**src/rtl/hello_uart_tx.sv**
```systemverilog
// UART 8N1 transmitter that sends the fixed greeting "Hello World\r\n" once per start request.
// All outputs come straight from flops so the serial line never glitches.
module hello_uart_tx #(
  parameter int unsigned CLKS_PER_BIT = 16,
  parameter int unsigned MSG_LEN      = 13
) (
  input  logic       i_clock,
  input  logic       i_reset,
  input  logic       i_start,
  output logic       o_tx,
  output logic       o_busy,
  output logic       o_done,
  output logic [3:0] o_char_idx
);

  localparam int unsigned BAUD_W = (CLKS_PER_BIT > 1) ? $clog2(CLKS_PER_BIT) : 1;
  localparam logic [BAUD_W-1:0] BAUD_LAST = BAUD_W'(CLKS_PER_BIT - 1);
  localparam logic [3:0] LAST_IDX = 4'(MSG_LEN - 1);

  typedef enum logic [1:0] {IDLE, START, DATA, STOP} state_t;

  state_t            state, state_nxt;
  logic [BAUD_W-1:0] baud_cnt, baud_nxt;
  logic [2:0]        bit_cnt, bit_nxt;
  logic [3:0]        idx_nxt;
  logic [7:0]        cur_byte;
  logic              tx_nxt, busy_nxt, done_nxt;
  logic              bit_tick;

  assign bit_tick = (baud_cnt == BAUD_LAST);

  function automatic logic [7:0] rom_byte(input logic [3:0] idx);
    case (idx)
      4'd0:    rom_byte = 8'h48;
      4'd1:    rom_byte = 8'h65;
      4'd2:    rom_byte = 8'h6C;
      4'd3:    rom_byte = 8'h6C;
      4'd4:    rom_byte = 8'h6F;
      4'd5:    rom_byte = 8'h20;
      4'd6:    rom_byte = 8'h57;
      4'd7:    rom_byte = 8'h6F;
      4'd8:    rom_byte = 8'h72;
      4'd9:    rom_byte = 8'h6C;
      4'd10:   rom_byte = 8'h64;
      4'd11:   rom_byte = 8'h0D;
      4'd12:   rom_byte = 8'h0A;
      default: rom_byte = 8'h00;
    endcase
  endfunction

  // State, counters and registered outputs
  always_ff @(posedge i_clock or posedge i_reset) begin
    if (i_reset) begin
      state      <= IDLE;
      baud_cnt   <= '0;
      bit_cnt    <= '0;
      o_char_idx <= '0;
      o_tx       <= 1'b1;
      o_busy     <= 1'b0;
      o_done     <= 1'b0;
    end else begin
      state      <= state_nxt;
      baud_cnt   <= baud_nxt;
      bit_cnt    <= bit_nxt;
      o_char_idx <= idx_nxt;
      o_tx       <= tx_nxt;
      o_busy     <= busy_nxt;
      o_done     <= done_nxt;
    end
  end

  // Next state and counter updates
  always_comb begin
    state_nxt = state;
    baud_nxt  = baud_cnt;
    bit_nxt   = bit_cnt;
    idx_nxt   = o_char_idx;
    if (state != IDLE) begin
      baud_nxt = bit_tick ? '0 : baud_cnt + BAUD_W'(1);
    end
    case (state)
      IDLE: begin
        baud_nxt = '0;
        bit_nxt  = '0;
        idx_nxt  = '0;
        if (i_start) state_nxt = START;
      end
      START: begin
        if (bit_tick) state_nxt = DATA;
      end
      DATA: begin
        if (bit_tick) begin
          bit_nxt = bit_cnt + 3'd1;
          if (bit_cnt == 3'd7) state_nxt = STOP;
        end
      end
      STOP: begin
        if (bit_tick) begin
          if (o_char_idx == LAST_IDX) begin
            state_nxt = IDLE;
            idx_nxt   = '0;
          end else begin
            state_nxt = START;
            idx_nxt   = o_char_idx + 4'd1;
          end
        end
      end
      default: state_nxt = IDLE;
    endcase
  end

  // Output values for the next cycle, registered above
  always_comb begin
    tx_nxt   = 1'b1;
    cur_byte = rom_byte(idx_nxt);
    busy_nxt = (state_nxt != IDLE);
    done_nxt = (state == STOP) && bit_tick && (o_char_idx == LAST_IDX);
    case (state_nxt)
      START:   tx_nxt = 1'b0;
      DATA:    tx_nxt = cur_byte[bit_nxt];
      default: tx_nxt = 1'b1;
    endcase
  end

endmodule

```
**config.mk**
```make
export PLATFORM = sky130hd
export DESIGN_NAME = hello_uart_tx
export DESIGN_NICKNAME = d
export VERILOG_FILES = /design/src/rtl/hello_uart_tx.sv
export SDC_FILE = /design/constraint.sdc
export NUM_CORES = 1
export LEC_CHECK = 0
export CAP_MARGIN = 20
export CORE_ASPECT_RATIO = 0.9
export CORE_MARGIN = 8
export CORE_UTILIZATION = 55
export DETAILED_ROUTE_END_ITERATION = 16
export GPL_TIMING_DRIVEN = 0
export MAX_ROUTING_LAYER = met4
export PLACE_DENSITY_LB_ADDON = 0.3
export SYNTH_ARGS = -nofsm -noshare
export SYNTH_HDL_FRONTEND = slang
export SYNTH_SLANG_ARGS = --single-unit
```
**constraint.sdc**
```tcl
create_clock -name i_clock -period 3.78 [get_ports i_clock]
set_input_delay 0.756 -clock i_clock [delete_from_list [all_inputs] [get_ports i_clock]]
set_output_delay 0.756 -clock i_clock [all_outputs]
set_load 0.01 [all_outputs]
```
==> results.json, run 1 <==
{
  "finalClockSkew_ns": 0.009018,
  "worst_slew_pin_slew_ns": 0.6311,
  "synth_common_cells": "ha_1 (17), dfrtp_1 (15), inv_1 (12), o21ai_0 (8), a21oi_1 (7)",
  "setup_viol": 0,
  "grt_overflow": 0,
  "holdBufCountCts": 0,
  "wl_per_cell_um": 15.03,
  "clk_pin_slew_ns": 0.10,
  "antenna_found_initial": 0,
  "diodes": 0,
  "drv_cap": 0,
  "period_share": 0.8580,
  "stdcell_area_um2": 1405,
  "cp.required_ns": 3.99,
  "clockBufferDepth": 2,
  "h-tree-depth": 1,
  "drcViolationCount": 0,
  "vias": 1049,
  "std_cell_rows": 16,
  "grt_pass1_vias": 996,
  "gp_congestion": 0.8557,
  "die_area_um2": 4068,
  "max-slew-margin-rel": 0.5788,
  "critPathMaxStageDelay_ns": 0.42,
  "power_density_nw_per_um2": 195.7,
  "core_um2": 2162,
  "dr.first_iter.drc_count": 29,
  "status": "complete, no violations",
  "synth_top_area_share": 0.2991,
  "end_kind": "flip-flop",
  "drtAntennaViolNets": 0,
  "start_util": 0.5804,
  "hold_viol": 0,
  "crit_fanout": 6,
  "routed_via_density": 6.099,
  "synthDistinctLibCells": 42,
  "cpMaxStageDelayCell": "dfrtp_1",
  "die_w_um": 66.35,
  "whs_ns": 0.5038,
  "drt_first_pass_iters": 4,
  "dp_worst_setup_slack_ns": 0.5470,
  "async_flop_share": 1.000,
  "track_usage": 0.1402,
  "port_buffers": 9,
  "place_hpwl_um": 1967,
  "synth_edf_count": 0,
  "avgSynthCellArea_um2": 9.507,
  "finalCriticalPeriod_ns": 3.243,
  "critPathArrivalTime_ns": 3.46,
  "yosys_warnings": 0,
  "yosys-top-cells-area": "dfrtp_1 (30%), ha_1 (17%), inv_1 (3.6%), mux2i_1 (3.2%), o21ai_0 (3.2%)",
  "placed_area_um2": 1379,
  "hp-class": "reg2reg",
  "final_max_slew_viol_count": 0,
  "seq_area_frac_synth": 0.3200,
  "postCtsSetupRepairBufs": 0,
  "cts_tree": "built",
  "synth_nets": 152,
  "worstSetupPathType": "reg2reg",
  "fin_ws_ns": 0.5368,
  "post_cts_resized": 0,
  "fmax_mhz": 308.3,
  "power.leakage_nw": 0.6587,
  "clkLatencyLatePin_ns": 0.29,
  "ys_ff_latch": 16,
  "netlist_area_um2": 1255,
  "syn_inst": 132,
  "grt_max_degree": 17,
  "cts.sinks": 16,
  "ios": 10,
  "power_mw": 0.2750,
  "fp.dieH_um": 61.32,
  "synth.most_common_cell": "ha_1",
  "setup_tns_ns": 0,
  "cts_root_buf": "clkbuf_4",
  "fin_nets": 166,
  "totalWireLength_um": 2586,
  "start_kind": "flip-flop",
  "yosysTopAreaCell": "dfrtp_1",
  "numCtsBuffers": 3,
  "grt_pass1_wl_um": 4353,
  "syn2layout_area_growth_pct": 11.96,
  "drive_gt1_frac": 0.1034,
  "rsz0062_at_grt": "no",
  "path_cells": "inv_1 -> ha_1 -> and4b_1 -> buf_6 -> nor2_1 -> a32oi_1 -> ha_1 -> inv_1 -> or3b_1 -> a311o_1 -> a211o_1 -> o311a_1",
  "synthFlopType": "dfrtp_1",
  "max-vdd-ir-drop_mv": 0.1376
}
-- registers in the layout, summed over array words and instances (netlist names) --
signal / flops
o_busy: 1
bit_cnt: 3
o_done: 1
o_char_idx: 4
o_tx: 1
baud_cnt: 4
state: 2
-- power by group --
part / switching, mW / internal [mW] / total (mW)
Clock: 0.0574 / 0.0410 / 0.0984
Sequential: 0 / 0.171 / 0.171
Combinational: 0.00366 / 0.00186 / 0.00552
Total: 0.0610 / 0.214 / 0.275
-- cells by family (layout without fill, tap and decap cells) --
| kind of cell | count (synthesis) | after routing | synth area share |
|---|---|---|---|
| compound gates | 35 | 35 | 0.1914 |
| xor+xnor | 4 | 4 | 0.02792 |
| fa+ha+maj | 17 | 17 | 0.1695 |
| buf+inv | 18 | 31 | 0.06181 |
| flops | 16 | 16 | 0.3200 |
| mux | 6 | 6 | 0.04985 |
| simple gates | 36 | 36 | 0.1795 |
-- per-layer routing --
metal  up-vias  track usage  part of all wire
li1        505            -                 -
met1       511       0.1531              0.46
met2        27       0.2503              0.48
met3         6      0.01636             0.039
met4         0      0.06687             0.019
met5         -            -                 0
-- layout make-up --
cell class                      instances  area (um2)
Multi-Input combinational cell         98       775.7
Buffer                                  6       32.53
Clock buffer                            4       26.28
Tap cell                               27       33.78
Fill cell                             197       757.0
Sequential cell                        16       401.6
Inverter                               12       45.04
Timing Repair Buffer                    9       90.09
-- critical path: cells and delay by family, from the launching register on --
| family | cells | cell delay [ns] |
|---|---|---|
| adder cells (fa/ha/maj) | 2 | 0.65 |
| AO/OA/AOI/OAI | 4 | 1.09 |
| AND/OR/NAND/NOR | 3 | 0.71 |
| flip-flops | 1 | 0.42 |
| buffers and inverters | 3 | 0.30 |
-- worst paths after layout --
check,startpoint,depth (start not counted),slack (ns),to
worst max-delay path,state[0]$_DFF_PP0_,12,0.54,o_tx$_DFF_PP1_
worst min-delay path,baud_cnt[0]$_DFF_PP0_,1,0.50,baud_cnt[0]$_DFF_PP0_
min in group asynchronous,i_reset,2,0.84,baud_cnt[3]$_DFF_PP0_
max in group asynchronous,i_reset,2,2.53,bit_cnt[1]$_DFF_PP0_
worst max register to register,state[0]$_DFF_PP0_,12,0.54,o_tx$_DFF_PP1_
worst min register to register,baud_cnt[0]$_DFF_PP0_,1,0.50,baud_cnt[0]$_DFF_PP0_
-- through the flow --
step                      utilization  instances
after floorplan                     -        132
after global placement         0.6377        168
after detailed placement       0.6377        168
after CTS                      0.6499        172
after global routing           0.6499        172
final                          0.6499        172
-- cell usage in the layout (no fill, tap or decap), types with 2 or more instances in the layout --
cell type	instances
dfrtp_1	15
a32oi_1	2
clkbuf_4	3
mux2_2	2
a31oi_1	3
nand2_1	6
xnor2_1	3
nor3_1	4
a311oi_1	3
and3_2	2
ha_1	17
mux2i_1	4
clkdlybuf4s50_1	9
a211oi_1	2
a21oi_1	7
inv_1	12
buf_2	2
o21ai_0	8
nor2_1	6
clkbuf_1	4
nand3_1	6
and4b_1	2
and3_1	2
No activity file was read; power rests on OpenSTA's default activity.
==> run 2: changes to the inputs <==
- SLEW_MARGIN: default -> 20
==> results of run 2 <==
Same layout as run 1: the final DEF is identical, and so are final timing and power.
==> run 3: changes to the inputs <==
- TNS_END_PERCENT: default -> 10
==> results of run 3 <==
Same layout as run 1: the final DEF is identical, and so are final timing and power.
